--- config.mk ---
export PLATFORM = sky130hd
export DESIGN_NAME = alu_slice_seq_flat
export DESIGN_NICKNAME = d
export VERILOG_FILES = /design/src/rtl/alu_pkg.sv /design/src/rtl/alu_slice_seq_if.sv /design/src/rtl/alu_181_slice.sv /design/src/rtl/alu_slice_seq.sv /design/src/flat_wrapper.sv
export SDC_FILE = /design/constraint.sdc
export NUM_CORES = 1
export LEC_CHECK = 0
export CORE_ASPECT_RATIO = 0.5
export CORE_MARGIN = 2
export CORE_UTILIZATION = 51
export DETAILED_ROUTE_END_ITERATION = 8
export HOLD_SLACK_MARGIN = 0.15
export MAX_ROUTING_LAYER = met4
export PLACE_DENSITY = 0.88
export SLEW_MARGIN = 20
export SYNTH_ARGS = -nofsm -noshare
export SYNTH_HDL_FRONTEND = slang
export SYNTH_SLANG_ARGS = --single-unit
--- constraint.sdc ---
create_clock -name clk -period 2.2 [get_ports clk]
set_input_delay 0.33 -clock clk [delete_from_list [all_inputs] [get_ports clk]]
set_output_delay 0.33 -clock clk [all_outputs]
set_load 0.02 [all_outputs]
--- src/rtl/alu_pkg.sv ---
// alu_pkg
//   Shared definitions for the sequential 74181-style ALU slice engine:
//   opcode width, the named opcodes of the {mode, sel[3:0]} encoding, and
//   the control FSM state type.
//   No ports; imported by the interface, the slice model and the top.

package alu_pkg;

  localparam int OP_W = 5;

  // Named opcodes, {mode, sel[3:0]} with active-high data.
  localparam logic [OP_W-1:0] ADD_OP            = 5'b0_1001;
  localparam logic [OP_W-1:0] SUB_OP            = 5'b0_0110;
  localparam logic [OP_W-1:0] A_PLUS_A_OP       = 5'b0_1100;
  localparam logic [OP_W-1:0] A_PLUS_A_AND_B_OP = 5'b0_1000;
  localparam logic [OP_W-1:0] AND_OP            = 5'b1_1011;
  localparam logic [OP_W-1:0] OR_OP             = 5'b1_1110;
  localparam logic [OP_W-1:0] XOR_OP            = 5'b1_0110;
  localparam logic [OP_W-1:0] INV_B_OP          = 5'b1_0101;

  typedef enum logic [1:0] {
    IDLE = 2'd0,
    RUN  = 2'd1,
    DONE = 2'd2
  } state_t;

endpackage

--- src/rtl/alu_slice_seq_if.sv ---
// alu_slice_seq_if
//   Operand/result handshake bundle between the register file side (master)
//   and the sequential ALU (slave).
//   Signals: in_valid/in_ready, a, b, op, cin_n, chain (request side);
//            out_valid/out_ready, result, cout_n, zero (response side).

interface alu_slice_seq_if
  import alu_pkg::*;
#(
  parameter int WIDTH = 16
);

  logic             in_valid;
  logic             in_ready;
  logic [WIDTH-1:0] a;
  logic [WIDTH-1:0] b;
  logic [OP_W-1:0]  op;
  logic             cin_n;
  logic             chain;
  logic             out_valid;
  logic             out_ready;
  logic [WIDTH-1:0] result;
  logic             cout_n;
  logic             zero;

  modport master (
    output in_valid, a, b, op, cin_n, chain, out_ready,
    input  in_ready, out_valid, result, cout_n, zero
  );

  modport slave (
    input  in_valid, a, b, op, cin_n, chain, out_ready,
    output in_ready, out_valid, result, cout_n, zero
  );

endinterface

--- src/rtl/alu_181_slice.sv ---
// alu_181_slice
//   Combinational 4-bit 74181 model, active-high data, active-low carries.
//   Ports: a, b (4-bit operands), mode (1 = logic), sel (function select),
//          cn_n (carry in) -> f (4-bit result), cn4_n (carry out),
//          p_n / g_n (group propagate / generate for a 74182 lookahead).

module alu_181_slice
  import alu_pkg::*;
(
  input  logic [3:0] a,
  input  logic [3:0] b,
  input  logic       mode,
  input  logic [3:0] sel,
  input  logic       cn_n,
  output logic [3:0] f,
  output logic       cn4_n,
  output logic       p_n,
  output logic       g_n
);

  logic [3:0] w_p;
  logic [3:0] w_g;
  logic [3:0] w_sum;
  logic       w_cy;

  // Each bit forms a propagate term (a | b&s0 | ~b&s1) and a generate term
  // (a&~b&s2 | a&b&s3); arithmetic is simply w_p + w_g + carry, and logic
  // mode is the carry-free ~(p ^ g). The carry chain runs in both modes,
  // just like the real part, so cn4_n is valid even for logic opcodes.
  always_comb begin
    w_p   = a | (b & {4{sel[0]}}) | (~b & {4{sel[1]}});
    w_g   = (a & ~b & {4{sel[2]}}) | (a & b & {4{sel[3]}});
    w_sum = '0;
    w_cy  = ~cn_n;
    for (int i = 0; i < 4; i++) begin
      w_sum[i] = w_p[i] ^ w_g[i] ^ w_cy;
      w_cy     = w_g[i] | (w_p[i] & w_cy);
    end
    f     = mode ? ~(w_p ^ w_g) : w_sum;
    cn4_n = ~w_cy;
    p_n   = ~(&w_p);
    g_n   = ~(w_g[3] | (w_p[3] & w_g[2]) | (w_p[3] & w_p[2] & w_g[1]) |
              (w_p[3] & w_p[2] & w_p[1] & w_g[0]));
  end

endmodule

--- src/rtl/alu_slice_seq.sv ---
// alu_slice_seq
//   Multi-cycle ALU: processes a WIDTH-bit operand pair LSB first as
//   4-bit 74181 slices, SLICES_PER_CYCLE slices per clock, with a
//   registered ripple carry between beats and an optional chained carry
//   for multi-precision arithmetic.
//   Ports: clk, rst_n (async, active-low), io_bus (alu_slice_seq_if.slave).

module alu_slice_seq
  import alu_pkg::*;
#(
  parameter int WIDTH            = 16,
  parameter int SLICES_PER_CYCLE = 1
) (
  input  logic           clk,
  input  logic           rst_n,
  alu_slice_seq_if.slave io_bus
);

  localparam int BW      = 4 * SLICES_PER_CYCLE;
  localparam int N_BEATS = WIDTH / BW;
  localparam int BEAT_W  = (N_BEATS > 1) ? $clog2(N_BEATS) : 1;

  state_t              r_state;
  state_t              w_nextState;
  logic [WIDTH-1:0]    r_a;
  logic [WIDTH-1:0]    r_b;
  logic [OP_W-1:0]     r_op;
  logic                r_carryN;
  logic                r_cyN;
  logic [BEAT_W-1:0]   r_beat;
  logic [WIDTH-1:0]    r_acc;
  logic [WIDTH-1:0]    r_result;
  logic                r_coutN;
  logic                r_zero;

  logic                w_inReady;
  logic                w_outValid;
  logic                w_accept;
  logic                w_beatEn;
  logic                w_lastBeat;
  logic [BW-1:0]       w_beatF;
  logic                w_beatCoutN;
  logic [WIDTH-1:0]    w_accNext;
  logic [SLICES_PER_CYCLE-1:0] w_unusedPN;
  logic [SLICES_PER_CYCLE-1:0] w_unusedGN;

  assign w_lastBeat = (r_beat == BEAT_W'(N_BEATS - 1));

  // Operands shift right one beat at a time, so the slices always look at
  // the low BW bits; the carry ripples through the slices of this beat via
  // per-iteration wires. p_n/g_n are kept only for a future 74182 variant.
  for (genvar k = 0; k < SLICES_PER_CYCLE; k++) begin : g_slice
    logic w_cIn;
    logic w_cOut;
    if (k == 0) begin : g_first
      assign w_cIn = r_carryN;
    end else begin : g_next
      assign w_cIn = g_slice[k-1].w_cOut;
    end
    alu_181_slice u_slice (
      .a     (r_a[4*k +: 4]),
      .b     (r_b[4*k +: 4]),
      .mode  (r_op[4]),
      .sel   (r_op[3:0]),
      .cn_n  (w_cIn),
      .f     (w_beatF[4*k +: 4]),
      .cn4_n (w_cOut),
      .p_n   (w_unusedPN[k]),
      .g_n   (w_unusedGN[k])
    );
  end

  assign w_beatCoutN = g_slice[SLICES_PER_CYCLE-1].w_cOut;

  // Result bits enter at the top of the accumulator and move down, so after
  // the last beat the first (least significant) slice lands at bit 0.
  assign w_accNext = (r_acc >> BW) | (WIDTH'(w_beatF) << (WIDTH - BW));

  // State register for the IDLE -> RUN -> DONE sequencer.
  always_ff @(posedge clk or negedge rst_n) begin
    if (!rst_n) begin
      r_state <= IDLE;
    end else begin
      r_state <= w_nextState;
    end
  end

  // Next-state and handshake decode. in_valid is only looked at in IDLE,
  // so a request arriving together with out_ready in DONE waits a cycle.
  always_comb begin
    w_nextState = r_state;
    w_inReady   = 1'b0;
    w_outValid  = 1'b0;
    w_accept    = 1'b0;
    w_beatEn    = 1'b0;
    case (r_state)
      IDLE: begin
        w_inReady = 1'b1;
        if (io_bus.in_valid) begin
          w_accept    = 1'b1;
          w_nextState = RUN;
        end
      end
      RUN: begin
        w_beatEn = 1'b1;
        if (w_lastBeat) begin
          w_nextState = DONE;
        end
      end
      DONE: begin
        w_outValid = 1'b1;
        if (io_bus.out_ready) begin
          w_nextState = IDLE;
        end
      end
      default: w_nextState = IDLE;
    endcase
  end

  // Datapath: latch the request on accept, step one beat per RUN cycle, and
  // publish result/flags only on the last beat so the outputs stay frozen
  // for the whole DONE phase. r_cyN remembers the final carry for chaining.
  always_ff @(posedge clk or negedge rst_n) begin
    if (!rst_n) begin
      r_a      <= '0;
      r_b      <= '0;
      r_op     <= '0;
      r_carryN <= 1'b1;
      r_cyN    <= 1'b1;
      r_beat   <= '0;
      r_acc    <= '0;
      r_result <= '0;
      r_coutN  <= 1'b1;
      r_zero   <= 1'b0;
    end else if (w_accept) begin
      r_a      <= io_bus.a;
      r_b      <= io_bus.b;
      r_op     <= io_bus.op;
      r_carryN <= io_bus.chain ? r_cyN : io_bus.cin_n;
      r_beat   <= '0;
    end else if (w_beatEn) begin
      r_a      <= r_a >> BW;
      r_b      <= r_b >> BW;
      r_acc    <= w_accNext;
      r_carryN <= w_beatCoutN;
      r_beat   <= r_beat + BEAT_W'(1);
      if (w_lastBeat) begin
        r_result <= w_accNext;
        r_coutN  <= w_beatCoutN;
        r_cyN    <= w_beatCoutN;
        r_zero   <= (w_accNext == '0);
      end
    end
  end

  assign io_bus.in_ready  = w_inReady;
  assign io_bus.out_valid = w_outValid;
  assign io_bus.result    = r_result;
  assign io_bus.cout_n    = r_coutN;
  assign io_bus.zero      = r_zero;

endmodule

--- src/flat_wrapper.sv ---
// flat-port wrapper written by rule: the top's interface ports become plain ports
module alu_slice_seq_flat import alu_pkg::*;
#(
  parameter int WIDTH            = 16,
  parameter int SLICES_PER_CYCLE = 1
)
  (clk, rst_n, io_bus_in_valid, io_bus_a, io_bus_b, io_bus_op, io_bus_cin_n, io_bus_chain, io_bus_out_ready, io_bus_in_ready, io_bus_out_valid, io_bus_result, io_bus_cout_n, io_bus_zero);
  alu_slice_seq_if #(.WIDTH(WIDTH)) io_bus_i ();
  input  logic clk;
  input  logic rst_n;
  input wire logic [$bits(io_bus_i.in_valid)-1:0] io_bus_in_valid;
  input wire logic [$bits(io_bus_i.a)-1:0] io_bus_a;
  input wire logic [$bits(io_bus_i.b)-1:0] io_bus_b;
  input wire logic [$bits(io_bus_i.op)-1:0] io_bus_op;
  input wire logic [$bits(io_bus_i.cin_n)-1:0] io_bus_cin_n;
  input wire logic [$bits(io_bus_i.chain)-1:0] io_bus_chain;
  input wire logic [$bits(io_bus_i.out_ready)-1:0] io_bus_out_ready;
  output wire logic [$bits(io_bus_i.in_ready)-1:0] io_bus_in_ready;
  output wire logic [$bits(io_bus_i.out_valid)-1:0] io_bus_out_valid;
  output wire logic [$bits(io_bus_i.result)-1:0] io_bus_result;
  output wire logic [$bits(io_bus_i.cout_n)-1:0] io_bus_cout_n;
  output wire logic [$bits(io_bus_i.zero)-1:0] io_bus_zero;
  assign io_bus_i.in_valid = io_bus_in_valid;
  assign io_bus_i.a = io_bus_a;
  assign io_bus_i.b = io_bus_b;
  assign io_bus_i.op = io_bus_op;
  assign io_bus_i.cin_n = io_bus_cin_n;
  assign io_bus_i.chain = io_bus_chain;
  assign io_bus_i.out_ready = io_bus_out_ready;
  assign io_bus_in_ready = io_bus_i.in_ready;
  assign io_bus_out_valid = io_bus_i.out_valid;
  assign io_bus_result = io_bus_i.result;
  assign io_bus_cout_n = io_bus_i.cout_n;
  assign io_bus_zero = io_bus_i.zero;
  alu_slice_seq #(.WIDTH(WIDTH), .SLICES_PER_CYCLE(SLICES_PER_CYCLE)) u_core (.clk(clk), .rst_n(rst_n), .io_bus(io_bus_i));
endmodule
==> qor.txt, run 1 <==
Clock transition at the registers of the reported paths -> 0.05 ns
Port buffer count -> 62
Fillers -> 470
Primary FF master, synth -> dfrtp_1
CTS resizes -> 0
Leakage -> 1.977 nW
CP Max Fanout -> 4
Largest net degree at the start of global routing -> 73
Clock period minus worst slack -> 1.863 ns
Sw Ratio -> 0.3879
Clock Power Share -> 0.208
Synthesized area per cell -> 9.643 µm²
Crit Path Category -> flop to output pin
Max Buffers Root-to-Sink -> 2
Critical Path RT -> 1.87 ns
Total GRT Usage -> 0.2315
Cell row count -> 20
Cells after DPL -> 470
ANT nets after route -> 0
Register area -> 1804 µm²
DRC errors left -> 0
RSZ-0062 raised after global routing -> false
Detailed placement HPWL -> 4684 µm
Sequential share of power -> 0.375
Int Power -> 4.012 mW
Clock H-tree levels -> 3
Worst path slowest cell -> clkdlybuf4s50_1
Die height -> 59.94 µm
Layout Cells excl Fill -> 487
Ant. Diodes -> 0
Arrival @ worst endpoint -> 1.53 ns
Setup TNS -> 0 ns
Ports -> 63
First-pass GRT wire length -> 11740 µm
Slew Viols, Final -> 0
Core Util, Final -> 0.6940
Sink Count -> 72
CTS tree -> built
Post-synthesis net count -> 375
#FFs+latches synth -> 72
PD cells -> 1560 nW/µm²
Root Buffer -> clkbuf_16
Crit share post-route -> 0.8467
Combinational Power Share -> 0.417
Die W -> 115.9 µm
Clk_lat worst skew -> 0.33 ns
Initial DRC count -> 170
1st-pass router iterations -> 5
Final setup vio count -> 0
Worst Tran Pin Value -> 0.5715 ns
Mapped cell area -> 3192 µm²
Number of distinct library cells after synthesis -> 40
Via count -> 2585
GPL Wtd Cong -> 0.9142
Largest stage delay, worst path -> 0.59 ns
Net load switching power -> 2.543 mW
Worst slew margin -> 0.6190
CP Cell Sequence -> nand2b_1 > inv_1 > clkdlybuf4s50_1
Leading area contributor after synthesis -> dfrtp_1
Fmax -> 0.5368 GHz
Synth top area share -> 0.5488
Routed len/inst -> 14.39 µm
Leading cell type by number of instances after synthesis -> nand2_1
Initial antenna violation count -> 0
Yosys Warn Count -> 0
Clock skew -> 0.004914 ns
Layout cells sized above 1 -> 0.1103
Most instantiated cells after synthesis -> nand2_1, dfrtp_1, a22oi_1
Fin Hold WS -> 0.4786 ns
Synth top area cells -> dfrtp_1, nand2_1, a22oi_1, mux2_2, o21ai_0
Ys async rst share -> 1.000
Starting Density -> 0.5271
Nets -> 438
Startpoint types -> flop
GRT Residual Overflow -> 0
Multi-input logic area -> 1296 µm²
Sequential share of the synthesized area -> 0.5653
Final hold violations -> 0
Total CTS buffers -> 9
Max-Cap Viols -> 0
CP endpoint kind -> output pin
Area delta synth->final -> 31.67%
Status -> complete, no violations
Vias in the first global route -> 2564
EDFF count, synth -> 0
Gate Count Post-Synth -> 331
Aggregate routed wire length -> 7008 µm
Vias per cell -> 5.308
Die area -> 6946 µm²
Peak VDD IR -> 744.7 µV
Core Footprint -> 6056 µm²
Type of the worst min-delay path -> flop to flop
## critical path, delay by kind of cell, from the launching register on
family	cells	cell delay [ns]
buffers and inverters	2	0.65
flip-flops	1	0.40
AND/OR/NAND/NOR	1	0.16
## placed cells by master, fill, tap and decap left out, types with 3 or more instances in the layout
| cell | instances |
|---|---|
| a21oi_1 | 8 |
| a22oi_1 | 24 |
| buf_4 | 7 |
| clkbuf_16 | 9 |
| clkbuf_8 | 3 |
| clkdlybuf4s50_1 | 61 |
| dfrtp_1 | 70 |
| mux2_2 | 14 |
| mux2i_1 | 4 |
| nand2_1 | 119 |
| nand2b_1 | 4 |
| nand3_1 | 9 |
| nor2_1 | 7 |
| o21ai_0 | 19 |
| xnor2_1 | 3 |
## state kept, by name, summed over array words and instances (netlist names)
name                  count
u_core.r_b               16
u_core.io_bus.cout_n      1
u_core.r_acc             12
u_core.r_op               5
u_core.io_bus.result     16
u_core.r_beat             2
u_core.io_bus.zero        1
u_core.g_slice.w_cIn      1
u_core.r_state            2
u_core.r_a               16
## final timing paths
check	slack, ns	depth (start not counted)	endpoint	start
worst min register to register	0.48	2	u_core.r_a[4]	u_core.r_a[4]
min in group asynchronous	0.56	3	u_core.r_b[15]	rst_n
worst max-delay path	0.34	3	io_bus_out_valid	u_core.r_state[0]
worst max register to register	0.39	6	u_core.io_bus.zero	u_core.r_b[1]
max in group asynchronous	1.29	3	u_core.g_slice[0].w_cIn	rst_n
worst min-delay path	0.48	2	u_core.r_a[4]	u_core.r_a[4]
## area by class of cell
type	instances	share of cell area
flip-flops and latches	72	0.4293
multi-input cells	238	0.3084
repair buffers	71	0.1661
clock buffers	14	0.06520
well taps	88	0.02620
clock inverters	2	0.002977
inverters	2	0.001786
## metal layers
| layer | up-vias | share of wire | GRT usage |
|---|---|---|---|
| met5 | - | 0 | - |
| met4 | 0 | 0.012 | 0.08673 |
| met3 | 12 | 0.043 | 0.07404 |
| met2 | 72 | 0.49 | 0.3734 |
| met1 | 1252 | 0.45 | 0.2779 |
| li1 | 1249 | - | - |
## power groups by stage
stage                     logic, mW  clock network, mW  registers [mW]
after global placement         2.63                  0            2.44
after detailed placement       2.72                  0            2.47
final                          2.73               1.37            2.46
after global routing           3.06               1.45            2.54
after CTS                      2.75               1.39            2.46
after floorplan                1.78                  0            2.49
## logic make-up after synthesis
family,share of synthesized area
AO/OA/AOI/OAI,0.1254
AND/OR/NAND/NOR,0.1984
buffers and inverters,0.02940
adder cells (fa/ha/maj),0.003919
flip-flops,0.5653
multiplexers,0.06664
XOR/XNOR,0.01098
## metrics by stage
stage	total power [mW]	area, µm²	setup WS (ns)
after floorplan	4.270	3192	0.4758
after global placement	5.067	3906	0.4459
after detailed placement	5.194	3906	0.4260
after CTS	6.599	4203	0.3180
after global routing	7.049	4203	0.2458
final	6.555	4203	0.3373
## what timing repair did
action / in CTS / in global routing
hold buffers: 1 / 0
endpoints found under the hold margin: 70 / 0
buffers inserted: 0 / 0
Note: power is estimated with default switching activity, not from simulation.
==> inputs of run 2 (changes only) <==
--- a/config.mk
+++ b/config.mk
@@ -7,11 +7,11 @@
 export LEC_CHECK = 0
 export CORE_ASPECT_RATIO = 0.5
 export CORE_MARGIN = 2
-export CORE_UTILIZATION = 51
+export CORE_UTILIZATION = 46
 export DETAILED_ROUTE_END_ITERATION = 8
 export HOLD_SLACK_MARGIN = 0.15
 export MAX_ROUTING_LAYER = met4
-export PLACE_DENSITY = 0.88
+export PLACE_DENSITY = 0.84
 export SLEW_MARGIN = 20
 export SYNTH_ARGS = -nofsm -noshare
 export SYNTH_HDL_FRONTEND = slang
==> constraint.sdc (replaced) <==
create_clock -name clk -period 1.7 [get_ports clk]
set_input_delay 0.255 -clock clk [delete_from_list [all_inputs] [get_ports clk]]
set_output_delay 0.255 -clock clk [all_outputs]
set_load 0.02 [all_outputs]
==> run 2 against run 1 <==
Net effect:
- the run now ends with setup timing left
- cell area grew 4.5%
- total power grew 41%
- worst hold slack lost 0.028 ns
- register-to-register slack lost 0.41 ns
- global-route usage shrank 2.0 points
- highest routed layer unchanged
==> qor.txt, run 2 (synthesis results as in run 1) <==
Clk_lat worst skew -> 0.33 ns
Cell row count -> 21
RSZ-0062 raised after global routing -> true
Initial antenna violation count -> 0
GPL Wtd Cong -> 0.8418
Worst Tran Pin Value -> 0.4547 ns
GRT Max-Usage Layer -> met2
Worst setup startpoint -> u_core.r_b[0]
Root Buffer -> clkbuf_16
Layout cells sized above 1 -> 0.1638
Area delta synth->final -> 37.63%
Status -> finished, violations left
Crit Path Category -> flop to flop
Slew Viols, Final -> 0
Most common library cell in the layout ignoring fill and taps -> nand2_1
Failing checks -> setup timing
Die W -> 121.8 µm
PD cells -> 2102 nW/µm²
Clock H-tree levels -> 3
Commonest non-fill, non-tap cells in the layout -> nand2_1, dfrtp_1, clkdlybuf4s50_1
Total CTS buffers -> 9
CP endpoint kind -> flop
Detailed placement HPWL -> 4854 µm
Clock period minus worst slack -> 1.720 ns
Met2 Resource Use GR -> 0.3296
Cells after DPL -> 485
Startpoint types -> flop
Setup TNS -> -0.01977 ns
Largest net degree at the start of global routing -> 73
Worst slew margin -> 0.6936
Min-delay src -> io_bus_a[15]
GRT Residual Overflow -> 0
Clock transition at the registers of the reported paths -> 0.06 ns
Ports -> 63
ANT nets after route -> 0
Final setup vio count -> 1
GR Util met3 -> 0.04562
Clock skew -> 0.008913 ns
Die height -> 62.90 µm
Vias in the first global route -> 2605
Via count -> 2653
Ant. Diodes -> 0
M1 GR Usage -> 0.2774
Final WS setup -> -0.01977 ns
CTS tree -> built
Starting Density -> 0.4764
Vias per cell -> 5.295
Type of the worst min-delay path -> input pin to flop
Routed len/inst -> 14.60 µm
Layout Cells excl Fill -> 501
DRC errors left -> 0
Core Footprint -> 6700 µm²
Core Util, Final -> 0.6556
Total GRT Usage -> 0.2115
Max Buffers Root-to-Sink -> 2
Crit share post-route -> 1.012
Arrival @ worst endpoint -> 1.94 ns
Critical Path RT -> 1.92 ns
Die area -> 7661 µm²
First-pass GRT wire length -> 12310 µm
Final hold violations -> 0
Max-Cap Viols -> 0
1st-pass router iterations -> 5
Peak VDD IR -> 891.2 µV
Leakage -> 2.076 nW
RR Startpoint -> u_core.r_b[0]
Register-to-register setup slack -> -0.02 ns
Initial DRC count -> 254
CP Max Fanout -> 4
Sink Count -> 72
Aggregate routed wire length -> 7314 µm
Final instance area -> 4393 µm²
Post-DP Area -> 3996 µm²
Nets -> 449
Port buffer count -> 62
Fmax -> 0.5815 GHz
run 2: changes by cell type in the layout (fill, tap and decap cells not counted), sizes merged:
cell and change:
clkbuf -3, buf +11, dlygate4sd2 +3, clkdlybuf4s50 -3, bufinv +2, inv +1
clkinv -1
run 2: worst paths after layout:
kind,depth (start not counted),to
max,6,u_core.io_bus.zero
min reg2reg,2,u_core.r_b[7]
min,3,u_core.r_a[15]
min in group asynchronous,3,u_core.r_b[6]
max reg2reg,6,u_core.io_bus.zero
max in group asynchronous,3,u_core.g_slice[0].w_cIn
run 2: worst max-delay path: stages, from the launching register on:
cell and delay, ns:
dfrtp_2 0.44, mux2_4 0.32, o21bai_4 0.15, nand3b_1 0.10, xor2_1 0.17, and3_1 0.17
a32o_2 0.26
run 2: through the flow:
step / hold slack, ns / power [mW] / worst slack [ns]
after CTS: 0.4469 / 9.073 / -0.02074
final: 0.4511 / 9.236 / -0.01977
after global placement: 0.3076 / 6.764 / -0.001249
after detailed placement: 0.3111 / 6.929 / -0.07236
after floorplan: -0.04059 / 5.533 / 0.02769
after global routing: 0.4609 / 9.917 / -0.1012
run 2: cell type report:
cell class	instances	area [µm²]
Fill cell	495	2307
Sequential cell	72	1808
Multi-Input combinational cell	238	1356
Timing Repair Buffer	82	777.0
Clock buffer	11	252.7
Tap cell	92	115.1
Clock inverter	4	76.32
Inverter	2	7.507
run 2: where the power goes:
part | internal, mW | leakage [nW] | switching, mW
clock | 1.36 | 0.158 | 0.689
combinational | 1.82 | 1.01 | 2.22
sequential | 2.53 | 0.903 | 0.618
run 2: per-layer routing:
layer / share of wire / routed length (µm)
met4: 0.0063 / 46
met2: 0.49 / 3619
met3: 0.040 / 294
met5: 0 / 0
met1: 0.46 / 3353
run 2: what timing repair did:
action,CTS,global route
gates resized for setup,6,10
setup endpoints to repair,6,7
buffers inserted,0,0
hold endpoints to repair,70,0
hold buffers,1,0
pin swaps,3,3
